`src/rtl/fifo_wptr_full_if.sv`:
```
// Write-side bundle between the producer, the write-pointer/full controller
// and the dual-port RAM write port.
interface fifo_wptr_full_if #(
    parameter int n = 4
);
    // winc is a request. A write is accepted in exactly those cycles where wen
    // (winc & ~wfull) is high. A winc presented while full is dropped and
    // recorded in wovf. The producer never waits on an acknowledge.
    logic         winc;
    logic [n-1:0] wq2_rptr;
    logic         wovf_clr;
    logic         wen;
    logic [n-2:0] waddr;
    logic [n-1:0] wptr;
    logic         wfull;
    logic         walmost_full;
    logic [n-1:0] wlevel;
    logic         wovf;

    modport master (
        output winc, wq2_rptr, wovf_clr,
        input  wen, waddr, wptr, wfull, walmost_full, wlevel, wovf
    );

    modport slave (
        input  winc, wq2_rptr, wovf_clr,
        output wen, waddr, wptr, wfull, walmost_full, wlevel, wovf
    );
endinterface

```
`src/rtl/fifo_wptr_full.sv`:
```
// Write-domain pointer and full/almost-full/level/overflow logic for the async FIFO.
// Compares the next Gray write pointer with the synchronised Gray read pointer.
module fifo_wptr_full #(
    parameter int n         = 4,
    parameter int AF_THRESH = (2 ** (n - 1)) - 2
) (
    input  logic                  wclk,
    input  logic                  wrst_n,
    fifo_wptr_full_if.slave       bus
);
    localparam logic [n-1:0] AF_T = AF_THRESH[n-1:0];

    logic [n-1:0] wbin;
    logic [n-1:0] wbnext;
    logic [n-1:0] wgnext;
    logic [n-1:0] rbin;
    logic [n-1:0] lvl_next;
    logic         wfull_val;
    logic         wen_int;

    assign wen_int = bus.winc & ~bus.wfull;
    assign bus.wen = wen_int;
    assign bus.waddr = wbin[n-2:0];

    assign wbnext = wbin + {{(n - 1){1'b0}}, wen_int};
    assign wgnext = (wbnext >> 1) ^ wbnext;

    // Full means the write pointer is exactly one lap ahead of the read pointer.
    assign wfull_val = (wgnext == {~bus.wq2_rptr[n-1:n-2], bus.wq2_rptr[n-3:0]});

    always_comb begin
        rbin = '0;
        rbin[n-1] = bus.wq2_rptr[n-1];
        for (int i = n - 2; i >= 0; i--) begin
            rbin[i] = rbin[i+1] ^ bus.wq2_rptr[i];
        end
    end

    assign lvl_next = wbnext - rbin;

    always_ff @(posedge wclk or negedge wrst_n) begin
        if (!wrst_n) begin
            wbin             <= '0;
            bus.wptr         <= '0;
            bus.wfull        <= 1'b0;
            bus.walmost_full <= 1'b0;
            bus.wlevel       <= '0;
            bus.wovf         <= 1'b0;
        end else begin
            wbin             <= wbnext;
            bus.wptr         <= wgnext;
            bus.wfull        <= wfull_val;
            bus.walmost_full <= (lvl_next >= AF_T);
            bus.wlevel       <= lvl_next;
            // A new overflow in the clearing cycle takes priority over the clear.
            bus.wovf         <= (bus.wovf & ~bus.wovf_clr) | (bus.winc & bus.wfull);
        end
    end
endmodule

```
`src/flat_wrapper.sv`:
```
// flat-port wrapper written by rule: the top's interface ports become plain ports
module fifo_wptr_full_flat 
#(
    parameter int n         = 4,
    parameter int AF_THRESH = (2 ** (n - 1)) - 2
)
  (wclk, wrst_n, bus_winc, bus_wq2_rptr, bus_wovf_clr, bus_wen, bus_waddr, bus_wptr, bus_wfull, bus_walmost_full, bus_wlevel, bus_wovf);
  fifo_wptr_full_if #(.n(n)) bus_i ();
  input  logic wclk;
  input  logic wrst_n;
  input wire logic [$bits(bus_i.winc)-1:0] bus_winc;
  input wire logic [$bits(bus_i.wq2_rptr)-1:0] bus_wq2_rptr;
  input wire logic [$bits(bus_i.wovf_clr)-1:0] bus_wovf_clr;
  output wire logic [$bits(bus_i.wen)-1:0] bus_wen;
  output wire logic [$bits(bus_i.waddr)-1:0] bus_waddr;
  output wire logic [$bits(bus_i.wptr)-1:0] bus_wptr;
  output wire logic [$bits(bus_i.wfull)-1:0] bus_wfull;
  output wire logic [$bits(bus_i.walmost_full)-1:0] bus_walmost_full;
  output wire logic [$bits(bus_i.wlevel)-1:0] bus_wlevel;
  output wire logic [$bits(bus_i.wovf)-1:0] bus_wovf;
  assign bus_i.winc = bus_winc;
  assign bus_i.wq2_rptr = bus_wq2_rptr;
  assign bus_i.wovf_clr = bus_wovf_clr;
  assign bus_wen = bus_i.wen;
  assign bus_waddr = bus_i.waddr;
  assign bus_wptr = bus_i.wptr;
  assign bus_wfull = bus_i.wfull;
  assign bus_walmost_full = bus_i.walmost_full;
  assign bus_wlevel = bus_i.wlevel;
  assign bus_wovf = bus_i.wovf;
  fifo_wptr_full #(.n(n), .AF_THRESH(AF_THRESH)) u_core (.wclk(wclk), .wrst_n(wrst_n), .bus(bus_i));
endmodule
```
`config.mk`:
```
export PLATFORM = sky130hd
export DESIGN_NAME = fifo_wptr_full_flat
export DESIGN_NICKNAME = d
export VERILOG_FILES = /design/src/rtl/fifo_wptr_full_if.sv /design/src/rtl/fifo_wptr_full.sv /design/src/flat_wrapper.sv
export SDC_FILE = /design/constraint.sdc
export NUM_CORES = 1
export LEC_CHECK = 0
export CORE_MARGIN = 8
export CORE_UTILIZATION = 45
export CTS_BUF_LIST = sky130_fd_sc_hd__clkbuf_8
export DETAILED_ROUTE_END_ITERATION = 12
export DONT_BUFFER_PORTS = 1
export PLACE_DENSITY = 0.63
export SETUP_SLACK_MARGIN = 0.3
export SLEW_MARGIN = 20
export SYNTH_ARGS = -nofsm -noshare
export SYNTH_HDL_FRONTEND = slang
export SYNTH_SLANG_ARGS = --single-unit
```
`constraint.sdc`:
```
create_clock -name wclk -period 4 [get_ports wclk]
set_input_delay 0.8 -clock wclk [delete_from_list [all_inputs] [get_ports wclk]]
set_output_delay 0.8 -clock wclk [all_outputs]
set_load 0.005 [all_outputs]
```
==> impl_results.md <==
* Status: complete, no violations
* Overall Global Routing Usage at 0.0867
* Worst setup startpoint: bus_winc
* CTS buffer count at 3
* RR Endpoint: u_core.bus.walmost_full
* Mean Syn Cell Area at 12.0 sq um
* Clk_lat worst skew at 0.24 ns
* Post-CTS Resized at 0
* Clock buffer depth at 2
* Source of the worst register-to-register timing path: u_core.bus.wfull
* Fillcell total at 134
* Ys async rst share at 1.00
* Cells after Synth at 60
* Clk sinks at 14
* Unique masters post-synth at 22
* Top-area cell type share of the netlist area at 0.486
* Worst Setup EP: u_core.bus.walmost_full
* Largest cells by area after synthesis: dfrtp_1, xnor2_1, ha_1, xor2_1, inv_1
* Worst-path clk slew at 0.05 ns
* Reg-to-reg slack, setup at 1.61 ns
* Critical Path AT at 2.73 ns
* Area after DPL at 741 sq um
* Fin area at 782 sq um
* Htree depth at 1
* Ant. Diodes at 0
* Die height at 56.0 um
* Number of routed nets with antenna violations at 0
* Largest net degree at the start of global routing at 15
* Final setup viols at 0
* Highest metal used: met4
* Tmin final at 2.62 ns
* Power Dens Cells at 1070 nW/um^2
* Fraction of layout cells with a size suffix above 1 at 0.0794
* Dpl hpwl at 1070 um
* Worst rel slew slack at 0.725
* Largest area contributor in the netlist: dfrtp_1
* Req. time, crit path at 4.12 ns
* CP Launch Type: input port
* Fin nets at 79
* Sequential fraction of the synthesis area at 0.486
* Part of the cycle the worst path needs at 0.655
* Initial DRT Pass Iterations at 4
* Postcts setup bufs at 0
* Global route overflow at 0
* Setup tns final at 0 ns
* Pleak at 0.000360 uW
* Min-delay worst type: in -> async
* Worst setup EP type: register
* Crit path max fanout at 6
* Worst Setup Path Type: in -> reg
* Final non-filler cell total at 79
* Met3 Routed Length at 140 um
* Final Max Tran Viols at 0
* Met1 wire length at 512 um
* Vias/cell at 5.44
* Rows at 14
* # IOs at 23
* Max Freq at 382 MHz
* Antenna violations before repair at 0
* CTS tree: done
* Die Wd at 56.0 um
* Worst hold slack at 0.252 ns
* R2R depth at 9
* Core area at 1510 sq um
* Most frequent cells in the layout: dfrtp_1, xnor2_1, inv_1
* Area Overhead vs Synth at 8.51%
* Inst Count DP at 76
* Post-synth top flop: dfrtp_1
* Commonest non-fill, non-tap cell in the layout: dfrtp_1
* Max VDD drop at 402 uV
* Mapped cell area at 721 sq um
* First-pass GRT wire length at 2130 um
* DIE AREA at 3140 sq um
* Via Count at 430
* Vias in the first global route at 467
* Synthesized flop and latch total at 14
* PortBufs at 0
* WL met2 at 637 um
* # DRC at 0
* EDFF count, synth at 0
* Max cap viols at 0
* DRT iter0 DRCs at 7
* Fin. Hold Viols at 0
* Final WL at 1320 um
* Root Buffer: clkbuf_8
* Detailed-route wire length per cell at 16.7 um
* RSZ-0062 raised after global routing: false
* Net Count, Synth at 74
* Worst Skew at 0.00243 ns
* YS warnings at 0
* Cts hold-fix bufs at 0
* Placer Congestion at 0.783
* Initial Utilization at 0.478
* Slew @ Worst Pin at 0.409 ns
* Utilization after layout at 0.519
flip-flops by register name (all words and copies together) (netlist names):
name	count
u_core.bus.wlevel	4
u_core.bus.wovf	1
u_core.bus.wptr	4
u_core.bus.wfull	1
u_core.bus.walmost_full	1
u_core.wbin	3
cells by family (layout without fill, tap and decap cells):
family / count (synthesis) / in the layout / share of synthesized area
compound gates: 9 / 9 / 0.0938
xor+xnor: 16 / 16 / 0.205
fa+ha+maj: 6 / 6 / 0.115
buf+inv: 8 / 11 / 0.0417
flops: 14 / 14 / 0.486
mux: 1 / 1 / 0.0139
simple gates: 6 / 6 / 0.0452
Yosys cell counts, drive strengths merged (2+ instances only):
library cell  count
dfrtp            14
inv               8
ha                5
nand3             2
xnor2            10
xor2              6
a211oi            2
worst max-delay path: stages:
cell and delay (ns):
nor2b_1 0.14, ha_1 0.22, ha_1 0.42, inv_1 0.13, fa_1 0.57, inv_1 0.06, and3_1 0.17, a31oi_1 0.13
o211ai_1 0.10
layer usage:
metal,GRT usage,vias up
met1,0.0813,211
li1,-,203
met5,0,-
met3,0.0411,2
met4,0.0825,0
met2,0.135,14
layout make-up:
type	instances	area, sq um	share of cell area
flip-flops and latches	14	350	0.448
inverters	8	30.0	0.0384
clock buffers	3	41.3	0.0528
well taps	16	20.0	0.0256
multi-input cells	38	340	0.435
worst min-delay path by stage:
stage,to,depth (start not counted),slack [ns],startpoint
CTS,u_core.wbin[2],0,0.24,wrst_n
global route,u_core.wbin[2],0,0.24,wrst_n
finish,u_core.wbin[2],0,0.25,wrst_n
global placement,u_core.bus.wovf,0,0.50,wrst_n
floorplan,u_core.bus.wovf,2,0.49,u_core.bus.wfull
detailed placement,u_core.bus.wovf,0,0.50,wrst_n
through the flow:
step,total power (uW),setup slack [ns]
global placement,723,1.17
finish,840,1.38
detailed placement,737,1.13
floorplan,648,1.30
CTS,853,1.39
global route,913,1.25
where the power goes:
part / total, uW / switching, uW / internal [uW] / leakage (uW)
clock network: 111 / 44.8 / 66.4 / 0.0000216
registers: 281 / 57.5 / 224 / 0.000167
logic: 448 / 239 / 209 / 0.000171
Power figures use the tool's default switching activity.
